File: config.mk
export PLATFORM = sky130hd
export DESIGN_NAME = mmio_uart_tx_flat
export DESIGN_NICKNAME = d
export VERILOG_FILES = /design/src/rtl/mmio_uart_tx_if.sv /design/src/rtl/mmio_uart_tx.sv /design/src/flat_wrapper.sv
export SDC_FILE = /design/constraint.sdc
export NUM_CORES = 1
export LEC_CHECK = 0
export ABC_AREA = 1
export ABC_CLOCK_PERIOD_IN_PS = 5600
export CAP_MARGIN = 10
export CORE_UTILIZATION = 30
export DETAILED_ROUTE_END_ITERATION = 10
export DONT_BUFFER_PORTS = 1
export PLACE_DENSITY = 0.45
export SLEW_MARGIN = 10
export SYNTH_ARGS = -nofsm -noshare
export SYNTH_HDL_FRONTEND = slang
export SYNTH_SLANG_ARGS = --single-unit
File: constraint.sdc
create_clock -name clk -period 5.6 [get_ports clk]
set_input_delay 0.84 -clock clk [delete_from_list [all_inputs] [get_ports clk]]
set_output_delay 0.84 -clock clk [all_outputs]
set_load 0.005 [all_outputs]
File: src/rtl/mmio_uart_tx_if.sv
`timescale 1ns/1ps
// Core-side data bus view of the UART TX register window.
// The core drives address/data/strobe; the block returns select and read data.
interface mmio_uart_tx_if;
  logic [31:0] adr;
  logic [31:0] writedata;
  logic        memwrite;
  logic        sel;
  logic [31:0] rdata;

  modport master (
    output adr,
    output writedata,
    output memwrite,
    input  sel,
    input  rdata
  );

  modport slave (
    input  adr,
    input  writedata,
    input  memwrite,
    output sel,
    output rdata
  );
endinterface

File: src/rtl/mmio_uart_tx.sv
`timescale 1ns/1ps
// Memory-mapped 8N1 UART transmitter: register window decode, byte FIFO,
// and a START/DATA/STOP serialiser whose bit period is latched per frame.
module mmio_uart_tx #(
  parameter logic [31:0] BASE_ADDR  = 32'hFFFF_0000,
  parameter int unsigned FIFO_DEPTH = 4,
  parameter logic [15:0] DIV_RESET  = 16'd10
) (
  input  logic          clk,
  input  logic          reset,
  mmio_uart_tx_if.slave bus,
  output logic          txd
);

  localparam int unsigned   PW         = $clog2(FIFO_DEPTH);
  localparam int unsigned   CW         = PW + 1;
  localparam logic [CW-1:0] FULL_COUNT = CW'(FIFO_DEPTH);

  typedef enum logic [1:0] {
    S_IDLE  = 2'd0,
    S_START = 2'd1,
    S_DATA  = 2'd2,
    S_STOP  = 2'd3
  } state_t;

  state_t        r_state;
  logic [15:0]   r_div;
  logic [15:0]   r_div_q;
  logic [15:0]   r_timer;
  logic [2:0]    r_bit_idx;
  logic [7:0]    r_shift;
  logic          r_txd;
  logic          r_ovf;
  logic [7:0]    r_mem [FIFO_DEPTH];
  logic [PW-1:0] r_wr_ptr;
  logic [PW-1:0] r_rd_ptr;
  logic [CW-1:0] r_count;

  logic          w_sel;
  logic          w_wr;
  logic          w_push;
  logic          w_push_ok;
  logic          w_full;
  logic          w_empty;
  logic          w_busy;
  logic          w_bit_end;
  logic          w_pop;
  logic [7:0]    w_head;
  logic [15:0]   w_div_eff;
  logic [31:0]   w_count_ext;
  logic [2:0]    w_count3;
  logic [31:0]   w_status;
  logic [31:0]   w_rdata;
  logic          w_unused;

  assign w_sel       = (bus.adr[31:4] == BASE_ADDR[31:4]);
  assign w_wr        = w_sel && bus.memwrite;
  assign w_push      = w_wr && (bus.adr[3:2] == 2'd0);
  assign w_full      = (r_count == FULL_COUNT);
  assign w_empty     = (r_count == CW'(0));
  assign w_push_ok   = w_push && !w_full;
  assign w_busy      = (r_state != S_IDLE);
  assign w_bit_end   = (r_timer == 16'd0);
  // Pops happen only on a frame start: from IDLE, or straight out of the last STOP cycle.
  assign w_pop       = !w_empty && ((r_state == S_IDLE) || ((r_state == S_STOP) && w_bit_end));
  assign w_head      = r_mem[r_rd_ptr];
  assign w_div_eff   = (r_div == 16'd0) ? 16'd1 : r_div;
  assign w_count_ext = 32'(r_count);
  assign w_count3    = (w_count_ext > 32'd7) ? 3'd7 : w_count_ext[2:0];
  assign w_status    = {26'd0, w_count3, r_ovf, w_busy, w_empty};
  assign w_unused    = ^{bus.adr[1:0], bus.writedata[31:16]};

  // Register read mux, combinational so the core sees it in the address cycle.
  always_comb begin
    w_rdata = 32'd0;
    if (w_sel) begin
      case (bus.adr[3:2])
        2'd1:    w_rdata = w_status;
        2'd2:    w_rdata = {16'd0, r_div};
        default: w_rdata = 32'd0;
      endcase
    end else begin
      w_rdata = 32'd0;
    end
  end

  assign bus.sel   = w_sel;
  assign bus.rdata = w_rdata;
  assign txd       = r_txd;

  // TX FIFO storage, pointers and occupancy.
  always_ff @(posedge clk or negedge reset) begin
    if (!reset) begin
      r_mem    <= '{default: 8'd0};
      r_wr_ptr <= PW'(0);
      r_rd_ptr <= PW'(0);
      r_count  <= CW'(0);
    end else begin
      if (w_push_ok) begin
        r_mem[r_wr_ptr] <= bus.writedata[7:0];
        r_wr_ptr        <= r_wr_ptr + PW'(1);
      end
      if (w_pop) begin
        r_rd_ptr <= r_rd_ptr + PW'(1);
      end
      case ({w_push_ok, w_pop})
        2'b10:   r_count <= r_count + CW'(1);
        2'b01:   r_count <= r_count - CW'(1);
        default: r_count <= r_count;
      endcase
    end
  end

  // Divisor register and sticky overflow flag.
  always_ff @(posedge clk or negedge reset) begin
    if (!reset) begin
      r_div <= DIV_RESET;
      r_ovf <= 1'b0;
    end else begin
      if (w_wr && (bus.adr[3:2] == 2'd2)) begin
        r_div <= bus.writedata[15:0];
      end
      // A full-FIFO push is dropped even when a pop frees a slot on the same edge.
      if (w_push && w_full) begin
        r_ovf <= 1'b1;
      end else if (w_wr && (bus.adr[3:2] == 2'd1) && bus.writedata[2]) begin
        r_ovf <= 1'b0;
      end
    end
  end

  // Serialiser FSM; txd is registered and forced high by reset.
  always_ff @(posedge clk or negedge reset) begin
    if (!reset) begin
      r_state   <= S_IDLE;
      r_div_q   <= 16'd1;
      r_timer   <= 16'd0;
      r_bit_idx <= 3'd0;
      r_shift   <= 8'd0;
      r_txd     <= 1'b1;
    end else begin
      case (r_state)
        S_IDLE: begin
          r_txd <= 1'b1;
          if (w_pop) begin
            r_shift   <= w_head;
            r_div_q   <= w_div_eff;
            r_timer   <= w_div_eff - 16'd1;
            r_bit_idx <= 3'd0;
            r_txd     <= 1'b0;
            r_state   <= S_START;
          end
        end
        S_START: begin
          if (w_bit_end) begin
            r_timer <= r_div_q - 16'd1;
            r_txd   <= r_shift[0];
            r_state <= S_DATA;
          end else begin
            r_timer <= r_timer - 16'd1;
          end
        end
        S_DATA: begin
          if (w_bit_end) begin
            r_timer <= r_div_q - 16'd1;
            if (r_bit_idx == 3'd7) begin
              r_txd   <= 1'b1;
              r_state <= S_STOP;
            end else begin
              r_bit_idx <= r_bit_idx + 3'd1;
              r_shift   <= {1'b0, r_shift[7:1]};
              r_txd     <= r_shift[1];
            end
          end else begin
            r_timer <= r_timer - 16'd1;
          end
        end
        S_STOP: begin
          if (w_bit_end) begin
            if (w_pop) begin
              r_shift   <= w_head;
              r_div_q   <= w_div_eff;
              r_timer   <= w_div_eff - 16'd1;
              r_bit_idx <= 3'd0;
              r_txd     <= 1'b0;
              r_state   <= S_START;
            end else begin
              r_txd   <= 1'b1;
              r_state <= S_IDLE;
            end
          end else begin
            r_timer <= r_timer - 16'd1;
          end
        end
        default: begin
          r_txd   <= 1'b1;
          r_state <= S_IDLE;
        end
      endcase
    end
  end

endmodule

File: src/flat_wrapper.sv
// flat-port wrapper written by rule: the top's interface ports become plain ports
module mmio_uart_tx_flat 
#(
  parameter logic [31:0] BASE_ADDR  = 32'hFFFF_0000,
  parameter int unsigned FIFO_DEPTH = 4,
  parameter logic [15:0] DIV_RESET  = 16'd10
)
  (clk, reset, txd, bus_adr, bus_writedata, bus_memwrite, bus_sel, bus_rdata);
  mmio_uart_tx_if bus_i ();
  input  logic clk;
  input  logic reset;
  output logic txd;
  input wire logic [$bits(bus_i.adr)-1:0] bus_adr;
  input wire logic [$bits(bus_i.writedata)-1:0] bus_writedata;
  input wire logic [$bits(bus_i.memwrite)-1:0] bus_memwrite;
  output wire logic [$bits(bus_i.sel)-1:0] bus_sel;
  output wire logic [$bits(bus_i.rdata)-1:0] bus_rdata;
  assign bus_i.adr = bus_adr;
  assign bus_i.writedata = bus_writedata;
  assign bus_i.memwrite = bus_memwrite;
  assign bus_sel = bus_i.sel;
  assign bus_rdata = bus_i.rdata;
  mmio_uart_tx #(.BASE_ADDR(BASE_ADDR), .FIFO_DEPTH(FIFO_DEPTH), .DIV_RESET(DIV_RESET)) u_core (.clk(clk), .reset(reset), .bus(bus_i), .txd(txd));
endmodule
==> flow_summary_export.csv <==
group,metric,value,unit
synth,ys_seq_area_share,39.2,%
route,drt-initial-drc-count,297,
layout,area_delta_synth_final,7.18,%
sta,fin_crit_sh,55.9,%
run_status,status,"finished clean",
sta,tightest_slew,0.889,ns
die,ios,101,
pwr,powerDensity,203,mW/mm²
global_routing,grt_pass1_wl,29000,µm
sta,setup_viol,0,
place,portBuffers,0,
synth,synth-seq-cells,102,
pwr,pwr-share-seq,51.9,%
pwr,p_leak,0.00348,µW
critical_path,path_cells,"inv_1 -> ha_1 -> nand3_4 -> nor2_2 -> nand3_1 -> nand2_1 -> nand2_2 -> inv_2 -> ha_1 -> inv_1 -> fa_1 -> a21oi_1 -> o21ai_0 -> xor2_1",
clock_tree,root_buffer,"clkbuf_16",
sta,relSlewSlack,40.6,%
die,num_rows,53,
clock_tree,post_cts.repair.setup_buffers,0,
clock_tree,cts_tree,"built",
route,wl_per_cell,15.2,µm
sta,clock_skew,0.0167,ns
sta,hold_ws,0.163,ns
pwr,p_clk_share,47.3,%
layout,n_antenna_cell,0,
global_routing,grt_util_met3,2.35,%
route,drt-pass1-iter-count,5,
flow_run,drv_cap,0,
sta,hold_viol,0,
pwr,p_int,1060,µW
synth,yosys.area_share.simple,33.8,%
clock_tree,cts_made_buffers,9,
die,fp.coreArea,0.0212,mm²
critical_path,crit_type,"flop to flop",
global_routing,grt_use_met2,25.7,%
synth,synthCells,900,
global_routing,grt_usage,16.9,%
route,drt-total-wl,17700,µm
clock_tree,clk_latency,0.37,ns
die,initial_core_util,30.8,%
synth,synthMuxAreaShare,0.153,%
global_routing,use_met1,24.3,%
synth,synth-compound-area-share,9.50,%
global_routing,grt_max_degree,103,
pwr,power.share.switching,25.2,%
die,chipWidth,149,µm
sta,min_period,3.13,ns
layout,fin_nets,969,
pwr,peakVddDrop,0.142,mV
die,design.die.area,0.0223,mm²
die,die_h,149,µm
layout,fillers,2295,
clock_tree,post_cts_resized,0,
critical_path,crit_path_max_incr_delay,0.53,ns
clock_tree,cts.sinks,102,
synth,syn_avg_cell_area,7.25,µm²
place,globalplace.congestion,0.764,
critical_path,cp_max_fo,32,
pwr,combPwrFrac,0.8,%
clock_tree,htree_levels,3,
clock_tree,cts_hold_buf,0,
sta,max_freq,320,MHz
synth,synthAdderAreaFrac,3.95,%
clock_tree,clock_path_buffers,2,
route,vias,5524,
critical_path,critical_path_required,5.85,ns
sta,slew_violations,0,
critical_path,critical_path_arrival,3.38,ns
global_routing,antenna_found_initial,0,
global_routing,grt_overflow_total,0,
layout,drive_above_1_share,6.20,%
critical_path,cp-start-kind,"flop",
place,dpl.hpwl,12500,µm
synth,synth_top_family_by_area,"simple AND/OR/NAND/NOR gates",
pwr,power_switching,358,µW
sta,finalSetupTns,0,ns
synth,synth_area,0.00652,mm²
global_routing,busiest_layer,"met2",
sta,rsz0062_at_grt,"false",
route,route.detailed.drc,0,
route,drtAntennaViolNets,0,
layout,multi_input_area,0.00344,mm²
clock_tree,clk_pin_slew,0.09,ns
synth,ys_warn_count,0,
critical_path,end_kind,"flop",
route,routed_via_density,4.75,
worst_hold_path,hp-class,"input port to async pin",
layout,seqCellArea,0.00256,mm²
critical_path,cp_slowest_cell,"inv_2",
synth,ys_types,43,
synth,synth_xor_area_share,4.43,%
global_routing,grt_pass1_vias,5342,
## cells in the final DEF, fill, tap and decap left out, types with 2 or more instances in the layout
cell type    n
nand2_1    292
dfrtp_1     98
nand3_1     88
nor2_1      76
inv_1       74
o21ai_0     51
xor2_1      27
a21oi_1     26
ha_1        19
nor3_1      17
conb_1      16
o22ai_1      9
clkbuf_16    9
nand4_1      8
o21ai_1      6
xnor2_1      6
nand2_4      6
a32o_1       6
nand2_2      5
inv_2        5
nor2_2       4
dfstp_2      4
o211ai_1     3
nor2_4       3
clkinv_8     3
buf_4        3
o221ai_1     2
clkinv_1     2
o21ai_2      2
nand3_4      2
nand3b_1     2
inv_8        2
## sequential cells by signal (all words and copies together), names as in the netlist
register          flops
u_core.r_mem         32
u_core.r_div         16
u_core.r_div_q       16
u_core.r_timer       16
u_core.r_shift        8
u_core.r_bit_idx      3
u_core.r_count        3
u_core.r_rd_ptr       2
u_core.r_state        2
u_core.r_wr_ptr       2
u_core.r_ovf          1
u_core.txd            1
## area by class of cell
class	instances	share of cell area [%]
clock inverter	7	1.25
inverter	82	4.42
sequential	102	36.6
timing repair buffer	3	0.322
clock buffer	9	3.22
tap	275	4.92
multi-input combinational	684	49.3
## kinds of logic (layout without fill, tap and decap cells)
kind of cell | count (synthesis) | after routing
AO/OA/AOI/OAI | 108 | 108
XOR/XNOR | 33 | 33
AND/OR/NAND/NOR | 506 | 506
buffers and inverters | 129 | 101
adder cells (fa/ha/maj) | 20 | 20
other | 1 | 16
multiplexers | 1 | 1
flip-flops | 102 | 102
## metrics by stage
stage	power [µW]	cell area, µm²	utilization [%]	worst slack, ns	std cells
6_report	1420	6990	33.0	2.47	1162
5_1_grt	1470	6990	33.0	2.22	1162
4_1_cts	1440	6990	33.0	2.44	1162
3_5_place_dp	762	6680	31.6	2.24	1146
3_3_place_gp	762	6680	31.6	2.25	1146
2_1_floorplan	769	6580	-	2.89	915
## layer usage
layer	wire length (µm)	vias up
met5	0	-
met4	242	0
met3	634	12
met2	7780	117
met1	9000	2565
li1	-	2830
## worst max-delay path: cells and delay by family (launching register included)
family	cells	cell delay (ns)
adders and majority gates	3	0.87
buffers and inverters	3	0.70
and+or+nand+nor	5	0.67
DFF	1	0.38
AOI/OAI and AO/OA	2	0.24
xor gates and xnor gates	1	0.15
## final timing paths
path / cells after the start / from / to / slack [ns]
worst max-delay path: 14 / u_core.r_timer[0] / u_core.r_count[2] / 2.47
worst min-delay path: 0 / reset / u_core.r_timer[14] / 0.16
worst max register to register: 14 / u_core.r_timer[0] / u_core.r_count[2] / 2.47
worst min register to register: 2 / u_core.r_mem[19] / u_core.r_mem[19] / 0.48
max in group asynchronous: 0 / reset / u_core.txd / 5.16
min in group clk: 2 / u_core.r_mem[19] / u_core.r_mem[19] / 0.48
## power groups by stage
stage / logic [µW] / clock network (µW) / registers [µW]
after global routing: 14.1 / 715 / 736
after floorplan: 18.1 / 0 / 751
after global placement: 11.7 / 0 / 751
after CTS: 11.7 / 691 / 736
final: 11.8 / 671 / 736
after detailed placement: 11.7 / 0 / 751
## synthesized netlist by cell type (all sizes together)
cell / number / area [µm²]
xnor2: 6 / 52.6
nand4: 8 / 50.1
fa: 1 / 20.0
nor3: 18 / 101
inv: 79 / 297
a21oi: 27 / 146
clkbuf: 15 / 57.6
xor2: 27 / 236
nand3b: 2 / 15.0
nor2: 83 / 344
buf: 32 / 210
a32o: 6 / 60.1
or2: 1 / 6.26
o211ai: 3 / 22.5
nand3: 90 / 475
o21ai: 59 / 303
o22ai: 9 / 56.3
conb: 1 / 3.75
o221ai: 2 / 17.5
clkinv: 3 / 12.5
dfrtp: 98 / 2450
nand2: 304 / 1210
a31oi: 1 / 6.26
a22oi: 1 / 7.51
mux2i: 1 / 10.0
dfstp: 4 / 105
ha: 19 / 238
(Power assumes the default switching activity.)
